### config.mk
export PLATFORM = sky130hd
export DESIGN_NAME = pd_grant_flat
export DESIGN_NICKNAME = d
export VERILOG_FILES = /design/src/rtl/pd_grant_if.sv /design/src/rtl/pd_grant.sv /design/src/flat_wrapper.sv
export SDC_FILE = /design/constraint.sdc
export NUM_CORES = 1
export LEC_CHECK = 0
export ABC_CLOCK_PERIOD_IN_PS = 4350
export BUFFER_PORTS_ARGS = -buffer_cell sky130_fd_sc_hd__buf_2
export CORE_MARGIN = 1.5
export CORE_UTILIZATION = 35
export DETAILED_ROUTE_END_ITERATION = 10
export GPL_TIMING_DRIVEN = 0
export PLACE_DENSITY = 0.62
export SKIP_CTS_REPAIR_TIMING = 1
export SLEW_MARGIN = 20
export SYNTH_ARGS = -nofsm -noshare
export SYNTH_HDL_FRONTEND = slang
export SYNTH_SLANG_ARGS = --single-unit
### constraint.sdc
create_clock -name clk -period 4.35 [get_ports clk]
set_input_delay 0.435 -clock clk [delete_from_list [all_inputs] [get_ports clk]]
set_output_delay 0.435 -clock clk [all_outputs]
set_load 0.03 [all_outputs]
### src/rtl/pd_grant_if.sv
// Handshake bundle between the priority-encoder side and the pd_grant decoder.
// The master side presents the index and ack. The slave side is the decoder driving grant and status.
interface pd_grant_if;
  logic [3:0]  in_idx;
  logic        in_valid;
  logic        in_ready;
  logic        ack;
  logic        clr_err;
  logic [15:0] grant;
  logic [3:0]  grant_idx;
  logic        done;
  logic        timeout;
  logic        err;

  modport master (
    output in_idx, in_valid, ack, clr_err,
    input  in_ready, grant, grant_idx, done, timeout, err
  );

  modport slave (
    input  in_idx, in_valid, ack, clr_err,
    output in_ready, grant, grant_idx, done, timeout, err
  );
endinterface

### src/rtl/pd_grant.sv
// Decodes an encoded 4-bit request index into a registered one-hot grant.
// The grant is held for at least MIN_HOLD cycles, until ack, or until TIMEOUT cycles elapse.
module pd_grant #(
  parameter int unsigned MIN_HOLD = 2,
  parameter int unsigned TIMEOUT  = 15
) (
  input  logic        clk,
  input  logic        rst,
  pd_grant_if.slave   bus
);

  typedef enum logic {IDLE, GRANT} state_t;

  localparam logic [7:0] MIN_M1 = 8'(MIN_HOLD - 1);
  localparam logic [7:0] TO_M1  = 8'(TIMEOUT - 1);

  state_t      state;
  logic [7:0]  hold_cnt;
  logic        ack_seen;
  logic [15:0] grant;
  logic [3:0]  grant_idx;
  logic        done;
  logic        timeout;
  logic        err;
  logic        rel;

  always_comb begin
    rel           = bus.ack | ack_seen;
    bus.in_ready  = (state == IDLE);
    bus.grant     = grant;
    bus.grant_idx = grant_idx;
    bus.done      = done;
    bus.timeout   = timeout;
    bus.err       = err;
  end

  always_ff @(posedge clk or posedge rst) begin
    if (rst) begin
      state     <= IDLE;
      grant     <= '0;
      grant_idx <= '0;
      done      <= 1'b0;
      timeout   <= 1'b0;
      err       <= 1'b0;
      hold_cnt  <= '0;
      ack_seen  <= 1'b0;
    end else begin
      done    <= 1'b0;
      timeout <= 1'b0;
      // A clear is overridden below by a timeout on the same edge.
      if (bus.clr_err) err <= 1'b0;
      case (state)
        IDLE: begin
          if (bus.in_valid) begin
            grant     <= 16'b1 << bus.in_idx;
            grant_idx <= bus.in_idx;
            hold_cnt  <= '0;
            ack_seen  <= 1'b0;
            state     <= GRANT;
          end
        end
        GRANT: begin
          if (hold_cnt != '1) hold_cnt <= hold_cnt + 8'd1;
          if (rel && hold_cnt >= MIN_M1) begin
            grant <= '0;
            done  <= 1'b1;
            state <= IDLE;
          end else begin
            if (bus.ack) ack_seen <= 1'b1;
            if (hold_cnt == TO_M1) begin
              grant   <= '0;
              timeout <= 1'b1;
              err     <= 1'b1;
              state   <= IDLE;
            end
          end
        end
        default: state <= IDLE;
      endcase
    end
  end

endmodule

### src/flat_wrapper.sv
// flat-port wrapper written by rule: the top's interface ports become plain ports
module pd_grant_flat 
#(
  parameter int unsigned MIN_HOLD = 2,
  parameter int unsigned TIMEOUT  = 15
)
  (clk, rst, bus_in_idx, bus_in_valid, bus_ack, bus_clr_err, bus_in_ready, bus_grant, bus_grant_idx, bus_done, bus_timeout, bus_err);
  pd_grant_if bus_i ();
  input  logic clk;
  input  logic rst;
  input wire logic [$bits(bus_i.in_idx)-1:0] bus_in_idx;
  input wire logic [$bits(bus_i.in_valid)-1:0] bus_in_valid;
  input wire logic [$bits(bus_i.ack)-1:0] bus_ack;
  input wire logic [$bits(bus_i.clr_err)-1:0] bus_clr_err;
  output wire logic [$bits(bus_i.in_ready)-1:0] bus_in_ready;
  output wire logic [$bits(bus_i.grant)-1:0] bus_grant;
  output wire logic [$bits(bus_i.grant_idx)-1:0] bus_grant_idx;
  output wire logic [$bits(bus_i.done)-1:0] bus_done;
  output wire logic [$bits(bus_i.timeout)-1:0] bus_timeout;
  output wire logic [$bits(bus_i.err)-1:0] bus_err;
  assign bus_i.in_idx = bus_in_idx;
  assign bus_i.in_valid = bus_in_valid;
  assign bus_i.ack = bus_ack;
  assign bus_i.clr_err = bus_clr_err;
  assign bus_in_ready = bus_i.in_ready;
  assign bus_grant = bus_i.grant;
  assign bus_grant_idx = bus_i.grant_idx;
  assign bus_done = bus_i.done;
  assign bus_timeout = bus_i.timeout;
  assign bus_err = bus_i.err;
  pd_grant #(.MIN_HOLD(MIN_HOLD), .TIMEOUT(TIMEOUT)) u_core (.clk(clk), .rst(rst), .bus(bus_i));
endmodule
==> metrics.md, run 1 <==
| Metric | Value |
|---|---|
| Post-synthesis net count | `177` |
| Internal power | `0.749 mW` |
| RSZ-0062 raised after global routing | `no` |
| RR Startpoint | `u_core.hold_cnt[0]` |
| Initial antenna violation count | `0` |
| Via density | `5.34` |
| Seq pwr share | `0.331` |
| Period utilization | `0.408` |
| Setup CP Type | `flop to flop` |
| # nets final | `213` |
| IO Port Bufs | `29` |
| Post-route ant nets | `0` |
| Comb pwr share | `0.383` |
| Chip width | `72.8 um` |
| Placed Area | `0.00192 mm^2` |
| Met3 Track Usage GR | `0.0414` |
| DPL Wire Length | `2.58 mm` |
| Die Y | `72.8 um` |
| R2R Setup Slk | `2580 ps` |
| Vias in the first global route | `1364` |
| Post-DR wirelength/cell | `14.2 um` |
| TritonCTS Buffers | `5` |
| Largest net degree at the start of global routing | `34` |
| Routing usage on met2 | `0.244` |
| Total GRT Usage | `0.160` |
| Design area | `0.00205 mm^2` |
| Mapped Cells | `164` |
| DRC Markers | `0` |
| CTS tree | `done` |
| FP Rows | `25` |
| Vias | `1361` |
| Worst VDD drop | `0.000205 V` |
| Die Area | `0.00530 mm^2` |
| Wirelength, routed | `3.63 mm` |
| Final Max Slew Viols | `0` |
| Number of DRC markers in iteration 0 | `119` |
| Synth warnings | `0` |
| Gp weighted congestion | `0.795` |
| Max cap viols | `0` |
| Sw power | `0.471 mW` |
| Dpl ws | `2580 ps` |
| Yosys cell types | `42` |
| Initial Utilization | `0.363` |
| GRT met1 Usage | `0.214` |
| I/O pins | `33` |
| Syn_area_per_cell | `10.4 um^2` |
| Worst setup margin | `2580 ps` |
| Final hold viol count | `0` |
| Clock skew | `6.19 ps` |
| Layer with the highest usage | `met2` |
| Final TNS setup | `0 ps` |
| Critical Path RT | `4540 ps` |
| Fmax | `564 MHz` |
| Sw Share | `0.386` |
| First-pass GRT wire length | `6.43 mm` |
| Core Area | `0.00469 mm^2` |
| Layout cells sized above 1 | `0.279` |
| Number of diodes | `0` |
| Pleak | `1.04 nW` |
| Clock power share | `0.286` |
| Cell Pwr Density | `595 mW/mm^2` |
| Slew HR | `0.535` |
| Area delta synth->final | `20.3%` |
| CTS Buffer Depth | `2` |
| Htree depth | `2` |
| Finish-stage setup viols | `0` |
| Clock latency on the worst-skew pair | `290 ps` |
| GRT overflow | `0` |
| CP Launch Type | `flop` |
| CP Capture Type | `flop` |
| Worst hold margin | `246 ps` |
| Worst Hold Class | `primary input to async pin` |
| Worst-path clk slew | `70 ps` |
| Worst Tran Pin Value | `697 ps` |
| Register area share after synthesis | `0.485` |
| Mapped Area | `0.00170 mm^2` |
| Minimum clock period | `1770 ps` |
| CTS Root Cell | `clkbuf_8` |
| WP data arrival | `1960 ps` |
| Yosys reg bits | `33` |
| Status | `finished clean` |
| Worst r2r path cells | `6` |
| Critical Path Start | `u_core.hold_cnt[0]` |
| Max FO, Critical Path | `7` |
| First-pass detailed-route iteration total | `4` |
| Sink Count | `33` |
## synthesized netlist by cell type (all sizes together)
| cell | count | share of area |
|---|---|---|
| and2 | 1 | 0.0037 |
| nand3 | 5 | 0.015 |
| dfrtp | 33 | 0.48 |
| nor3 | 5 | 0.015 |
| a311oi | 1 | 0.0051 |
| nor4b | 1 | 0.014 |
| a32o | 3 | 0.018 |
| nor4 | 5 | 0.027 |
| and3 | 4 | 0.015 |
| inv | 7 | 0.015 |
| a21o | 4 | 0.018 |
| o22ai | 1 | 0.012 |
| a31oi | 3 | 0.011 |
| a221oi | 1 | 0.0051 |
| a41o | 2 | 0.012 |
| clkinv | 2 | 0.0044 |
| ha | 4 | 0.029 |
| nor2 | 12 | 0.031 |
| clkbuf | 5 | 0.035 |
| or3 | 1 | 0.0044 |
| nand4 | 3 | 0.011 |
| nand2 | 16 | 0.035 |
| a22o | 3 | 0.017 |
| a21oi | 9 | 0.029 |
| nand2b | 1 | 0.0037 |
| nor2b | 6 | 0.022 |
| buf | 4 | 0.015 |
| o21a | 1 | 0.0044 |
| a211o | 2 | 0.010 |
| o21ai | 8 | 0.023 |
| o31ai | 1 | 0.0044 |
| o2bb2ai | 9 | 0.046 |
| a41oi | 1 | 0.0051 |
## through the flow
step           cells  power, mW   util
2_1_floorplan    164      0.763      -
3_3_place_gp     247      0.878  0.409
3_5_place_dp     247      0.883  0.409
4_1_cts          255       1.23  0.437
5_1_grt          255       1.30  0.437
6_report         255       1.22  0.437
## power by group through the flow
stage          Combinational, mW  Sequential, mW  Clock [mW]
2_1_floorplan              0.281           0.482           0
3_3_place_gp               0.470           0.409           0
3_5_place_dp               0.473           0.410           0
4_1_cts                    0.474           0.404       0.357
5_1_grt                    0.517           0.415       0.369
6_report                   0.468           0.404       0.349
## logic make-up after synthesis
family,share of synthesized area
buf+inv,0.0690
simple gates,0.196
flops,0.485
compound gates,0.221
fa+ha+maj,0.0294
## path summary, 6_finish.rpt
path,to
worst max register to register,u_core.bus.grant[11]
worst min-delay path,u_core.bus.timeout
worst min register to register,u_core.bus.grant_idx[0]
min in group clk,u_core.ack_seen
max in group asynchronous,u_core.bus.grant[14]
worst max-delay path,u_core.bus.grant[11]
## placed cells by master, fill, tap and decap left out, types with 3 or more instances in the layout
cell type | netlist | routed
nor2b_1 | 6 | 6
nand3_1 | 5 | 5
o21ai_0 | 7 | 7
nand4_1 | 3 | 3
a21oi_1 | 8 | 8
clkbuf_8 | 4 | 9
nor3_1 | 5 | 5
a31oi_1 | 3 | 3
inv_1 | 7 | 6
dfrtp_1 | 33 | 33
nor2_1 | 11 | 11
and3_1 | 4 | 4
a21o_1 | 3 | 3
o2bb2ai_1 | 9 | 9
buf_2 | 2 | 31
nand2_1 | 16 | 16
ha_1 | 4 | 4
a32o_1 | 3 | 3
nor4_1 | 4 | 4
## routing by layer
metal | part of all wire | wire, um
met5 | 0 | 0
met4 | 0.020 | 71
met3 | 0.047 | 169
met2 | 0.43 | 1580
met1 | 0.50 | 1810
## state kept, by name, summed over array words and instances (netlist names)
signal                count
u_core.bus.timeout        1
u_core.bus.grant         16
u_core.hold_cnt           8
u_core.bus.done           1
u_core.ack_seen           1
u_core.bus.grant_idx      4
u_core.bus.err            1
u_core.state              1
## layout make-up
cell class,count,area [um^2]
sequential,33,826
multi-input combinational,113,761
inverter,9,33.8
buffer,9,83.8
clock inverter,3,65.1
clock buffer,5,68.8
timing repair buffer,29,145
fill,479,2640
tap,54,67.6
## critical path: stages (launching register included)
cell	delay [ps]
dfrtp_1	470
inv_1	100
ha_1	210
nor4b_4	140
a21oi_2	340
o22ai_4	180
a22o_2	240
Note: power is estimated with default switching activity, not from simulation.
==> run 2: changes to the inputs <==
Settings changed: ABC_CLOCK_PERIOD_IN_PS 4350 to 1700.
Clock period 4.35 ns to 1.7 ns, I/O delays scaled along.
==> metrics.md, run 2 (synthesis results as in run 1) <==
| Metric | Value |
|---|---|
| Wirelength, routed | `3.81 mm (+5.0%)` |
| I/O pins | `33 (unchanged)` |
| Worst VDD drop | `0.000545 V (+170%)` |
| Slowest stage delay, CP | `450 ps (-20 ps)` |
| Layout Utilization | `0.450 (+0.0128)` |
| Sink Count | `33 (unchanged)` |
| Comb pwr share | `0.403 (+0.020)` |
| Fmax | `615 MHz (+9.1%)` |
| Finish-stage setup viols | `0 (unchanged)` |
| CP Launch Type | `flop` |
| Number of diodes | `0 (unchanged)` |
| Max cap viols | `0 (unchanged)` |
| Clock power share | `0.276 (-0.010)` |
| Period utilization | `0.957 (+0.549)` |
| Number of DRC markers in iteration 0 | `118 (-0.84%)` |
| FP Rows | `25 (unchanged)` |
| Fillers | `472 (-1.5%)` |
| Worst r2r path cells | `4 (-2)` |
| IO Port Bufs | `29 (unchanged)` |
| Top reg by flops | `u_core.bus.grant` |
| Slew HR | `0.535 (+0.000605)` |
| DPL Wire Length | `2.58 mm (unchanged)` |
| Sw power | `1.25 mW (+160%)` |
| Worst Hold Class | `primary input to async pin` |
| Design area | `0.00211 mm^2 (+2.9%)` |
| Reg2reg end | `u_core.bus.grant[11]` |
| Clock latency on the worst-skew pair | `290 ps (about the same)` |
| Die Y | `72.8 um (unchanged)` |
| Placed Area | `0.00192 mm^2 (unchanged)` |
| CTS Buffer Depth | `2 (unchanged)` |
| R2R Setup Slk | `70 ps (-2500 ps)` |
| Seq pwr share | `0.322 (-0.009)` |
| Worst hold margin | `-17.6 ps (-264 ps)` |
| GRT overflow | `0 (unchanged)` |
| Gp weighted congestion | `0.795 (unchanged)` |
| Initial Utilization | `0.363 (unchanged)` |
| WP data arrival | `1810 ps (-150 ps)` |
| Max reg flops | `16 (unchanged)` |
| Final Max Slew Viols | `0 (unchanged)` |
| Largest net degree at the start of global routing | `34 (unchanged)` |
| RR Startpoint | `u_core.hold_cnt[6]` |
| First-pass detailed-route iteration total | `4 (unchanged)` |
| Via density | `5.31 (-0.43%)` |
| Layout cells sized above 1 | `0.333 (+0.0547)` |
| Initial antenna violation count | `0 (unchanged)` |
| CTS Root Cell | `clkbuf_8` |
| Status | `finished, violations left` |
| Post-DR wirelength/cell | `14.6 um (+2.5%)` |
| Violated checks | `hold timing` |
| Crit-path slowest cell | `dfrtp_1` |
| Sw Share | `0.386 (about the same)` |
| DRC Markers | `0 (unchanged)` |
| Area delta synth->final | `23.9%` |
| Cell Pwr Density | `1530 mW/mm^2 (+160%)` |
| CTS tree | `done` |
| Critical-path cell list | `nor4_4 > a41o_2 > o22ai_4 > a22o_2` |
| Critical Path RT | `1890 ps (-2650 ps)` |
| Pleak | `1.06 nW (+2.0%)` |
| Max FO, Critical Path | `7 (unchanged)` |
| Post-route ant nets | `0 (unchanged)` |
| Setup CP Type | `flop to flop` |
| Vias in the first global route | `1364 (unchanged)` |
| # nets final | `219 (+2.8%)` |
| Total GRT Usage | `0.160 (unchanged)` |
| Die Area | `0.00530 mm^2 (unchanged)` |
| Cell family with most CP delay | `compound AO/OA/AOI/OAI gates` |
| Largest registers | `u_core.bus.grant (16), u_core.hold_cnt (8), u_core.bus.grant_idx (4)` |
| Worst-path clk slew | `70 ps (about the same)` |
| Clock skew | `6.30 ps (+0.108 ps)` |
| Vias | `1387 (+1.9%)` |
| Commonest cells after routing, fill and taps aside | `buf_2, dfrtp_1, nand2_1, nor2_1` |
| Minimum clock period | `1630 ps (-148 ps)` |
| Worst Tran Pin Value | `696 ps (-0.906 ps)` |
| Htree depth | `2 (unchanged)` |
| Critical Path Start | `u_core.hold_cnt[6]` |
| Internal power | `1.98 mW (+160%)` |
| Core Area | `0.00469 mm^2 (unchanged)` |
| CP bufs+invs | `0 (-1)` |
| TritonCTS Buffers | `5 (unchanged)` |
| Final hold viol count | `33 (+33)` |
| First-pass GRT wire length | `6.43 mm (unchanged)` |
| Chip width | `72.8 um (unchanged)` |
| CP Capture Type | `flop` |
[run 2: cell count changes in the layout (fill, tap and decap cells not counted), sizes merged]
cell,change
buf,+5
nor2,+1
[run 2: how the worst max path moves through the flow]
stage	cells after the start	slack [ps]	end
after floorplan	6	150	u_core.bus.grant[11]
after global placement	6	-30	u_core.bus.grant[11]
after detailed placement	6	-70	u_core.bus.grant[8]
after CTS	6	-80	u_core.bus.grant[8]
after global routing	5	-4	u_core.hold_cnt[5]
final	4	70	u_core.bus.grant[11]
[run 2: final cells by class]
type	count	area (um^2)	share of cell area
clock inverters	3	65.1	0.0308
repair buffers	34	183	0.0865
plain buffers	9	83.8	0.0397
multi-input cells	114	781	0.370
flip-flops and latches	33	828	0.392
clock buffers	5	68.8	0.0326
well taps	54	67.6	0.0320
inverters	9	33.8	0.0160
[run 2: worst register-to-register path: cells and delay by family, from the launching register on]
| family | cells | cell delay (ps) |
|---|---|---|
| DFF | 1 | 450 |
| AOI/OAI and AO/OA | 3 | 720 |
| and+or+nand+nor | 1 | 350 |
[run 2: metal layers]
metal / vias to the layer above / part of all wire / track usage
met5: - / 0 / 0
met4: 0 / 0.019 / 0.0692
met3: 8 / 0.045 / 0.0414
met2: 34 / 0.44 / 0.244
met1: 659 / 0.49 / 0.214
li1: 686 / - / -
[run 2: per-stage QoR]
stage | TNS (ps) | worst slack [ps] | total power, mW | instances
2_1_floorplan | 0 | 148 | 1.95 | 164
3_3_place_gp | -253 | -32.8 | 2.25 | 247
3_5_place_dp | -731 | -69.9 | 2.26 | 247
4_1_cts | -1020 | -80.3 | 3.16 | 255
5_1_grt | -4.43 | -4.43 | 3.44 | 261
6_report | 0 | 73.8 | 3.23 | 261
[run 2: power by group through the flow]
stage	Sequential (mW)	Combinational (mW)	Clock, mW
floorplan	1.23	0.718	0
global placement	1.05	1.20	0
detailed placement	1.05	1.21	0
CTS	1.03	1.21	0.915
global route	1.06	1.44	0.943
finish	1.04	1.30	0.890
==> run 3: changes to the inputs <==
Settings changed: ABC_CLOCK_PERIOD_IN_PS 1700 to 1600.
Clock period 1.7 ns to 1.6 ns, I/O delays scaled along.
==> metrics.md, run 3 (synthesis results as in run 1) <==
| Metric | Value |
|---|---|
| Status | `finished, violations left` |
| Violated checks | `hold timing, setup timing` |
| Fillers | `470 (-0.42%)` |
| Commonest cells after routing, fill and taps aside | `buf_2, dfrtp_1, nand2_1, nor2_1, clkbuf_8` |
| GRT overflow | `0 (unchanged)` |
| Worst setup margin | `-46.6 ps (-120 ps)` |
| Via density | `5.35 (+0.72%)` |
| CP bufs+invs | `0 (unchanged)` |
| Metal-1 WL | `1.89 mm (+1.2%)` |
| Initial antenna violation count | `0 (unchanged)` |
| Cell family with most CP delay | `compound AO/OA/AOI/OAI gates` |
| Clock latency on the worst-skew pair | `300 ps (about the same)` |
| Layout cells sized above 1 | `0.367 (+0.0338)` |
| Final hold viol count | `33 (unchanged)` |
| Chip width | `72.8 um (unchanged)` |
| IO Port Bufs | `29 (unchanged)` |
| CP Launch Type | `flop` |
| Largest registers | `u_core.bus.grant (16), u_core.hold_cnt (8), u_core.bus.grant_idx (4)` |
| FP Rows | `25 (unchanged)` |
| Final Max Slew Viols | `0 (unchanged)` |
| Vias | `1397 (+0.72%)` |
| Post-route ant nets | `0 (unchanged)` |
| Vias in the first global route | `1364 (unchanged)` |
| Die Y | `72.8 um (unchanged)` |
| Die Area | `0.00530 mm^2 (unchanged)` |
| Top Metal Used | `met4` |
| Crit-path slowest cell | `dfrtp_1` |
| Number of diodes | `0 (unchanged)` |
| Htree depth | `2 (unchanged)` |
| Max cap viols | `0 (unchanged)` |
| Initial Utilization | `0.363 (unchanged)` |
| CTS Buffer Depth | `2 (unchanged)` |
| Area delta synth->final | `26.9%` |
| Critical-path cell list | `nor4_4 > a41o_4 > o22ai_4 > a22o_2` |
| Slowest stage delay, CP | `450 ps (about the same)` |
| Worst VDD drop | `0.000569 V (+4.5%)` |
| RSZ-0062 raised after global routing | `yes` |
| I/O pins | `33 (unchanged)` |
| Pleak | `1.07 nW (+1.0%)` |
| Finish-stage setup viols | `4 (+4)` |
| # nets final | `219 (unchanged)` |
| Worst Hold Class | `primary input to async pin` |
| Clock skew | `5.04 ps (-1.27 ps)` |
| Worst Tran Pin Value | `695 ps (-0.892 ps)` |
| Met2 Wirelength | `1.75 mm (+3.2%)` |
| Worst-path clk slew | `70 ps (about the same)` |
| Core Area | `0.00469 mm^2 (unchanged)` |
| CTS tree | `done` |
| Cells after DPL | `247 (unchanged)` |
| CTS Root Cell | `clkbuf_8` |
| Gp weighted congestion | `0.795 (unchanged)` |
| Period utilization | `1.03 (+0.0725)` |
| Max FO, Critical Path | `7 (unchanged)` |
| Fmax | `607 MHz (-1.2%)` |
| DPL Wire Length | `2.58 mm (unchanged)` |
| WP data arrival | `1840 ps (+30 ps)` |
| Number of DRC markers in iteration 0 | `104 (-12%)` |
| DRC Markers | `0 (unchanged)` |
| Critical Path RT | `1790 ps (-100 ps)` |
| CP Capture Type | `flop` |
| Cell Pwr Density | `1630 mW/mm^2 (+6.4%)` |
| Largest net degree at the start of global routing | `34 (unchanged)` |
| Slew HR | `0.536 (+0.000596)` |
| Layout Cells excl Fill | `261 (unchanged)` |
| Met3 wire length | `170 um (-1.2%)` |
| TritonCTS Buffers | `5 (unchanged)` |
| First-pass GRT wire length | `6.43 mm (unchanged)` |
| Post-DR wirelength/cell | `14.9 um (+1.9%)` |
| Setup CP Type | `flop to flop` |
| Max reg flops | `16 (unchanged)` |
| Wirelength, routed | `3.89 mm (+1.9%)` |
| Minimum clock period | `1650 ps (+20.4 ps)` |
| Sink Count | `33 (unchanged)` |
| Top reg by flops | `u_core.bus.grant` |
| Total GRT Usage | `0.160 (unchanged)` |
| First-pass detailed-route iteration total | `4 (unchanged)` |
| Worst hold margin | `-32.0 ps (-14.4 ps)` |
run 3: path summary, 6_finish.rpt:
check	start	endpoint	slack (ps)	depth (start not counted)
setup / recovery	u_core.hold_cnt[6]	u_core.bus.grant[11]	-50	4
hold / removal	rst	u_core.hold_cnt[5]	-30	2
setup reg to reg	u_core.hold_cnt[6]	u_core.bus.grant[11]	-50	4
hold reg to reg	u_core.bus.grant_idx[0]	u_core.bus.grant_idx[0]	470	2
max in group asynchronous	rst	u_core.hold_cnt[0]	1150	2
min in group clk	bus_ack	u_core.ack_seen	120	3
run 3: area by class of cell:
cell class / instances / area, um^2 / share of cell area
multi-input cells: 114 / 833 / 0.385
flip-flops and latches: 33 / 828 / 0.383
repair buffers: 34 / 183 / 0.0844
plain buffers: 9 / 83.8 / 0.0388
clock buffers: 5 / 68.8 / 0.0318
well taps: 54 / 67.6 / 0.0312
clock inverters: 3 / 65.1 / 0.0301
inverters: 9 / 33.8 / 0.0156
run 3: report_power, final:
group          switching (mW)  internal (mW)
Sequential              0.104           1.00
Combinational           0.946          0.513
Clock                   0.335          0.619
run 3: per-stage QoR:
stage	area (um^2)	power, mW	setup slack [ps]	setup TNS [ps]	util
global route	2160	3.73	-86.8	-1020	0.461
CTS	2050	3.36	-180	-2720	0.437
floorplan	1700	2.07	48.5	0	-
finish	2160	3.52	-46.6	-140	0.461
global placement	1920	2.39	-133	-1920	0.409
detailed placement	1920	2.40	-170	-2390	0.409
run 3: routing by layer:
metal	track usage	vias to the layer above
met5	0	-
met4	0.0692	0
met3	0.0414	8
met2	0.244	32
met1	0.214	673
li1	-	684
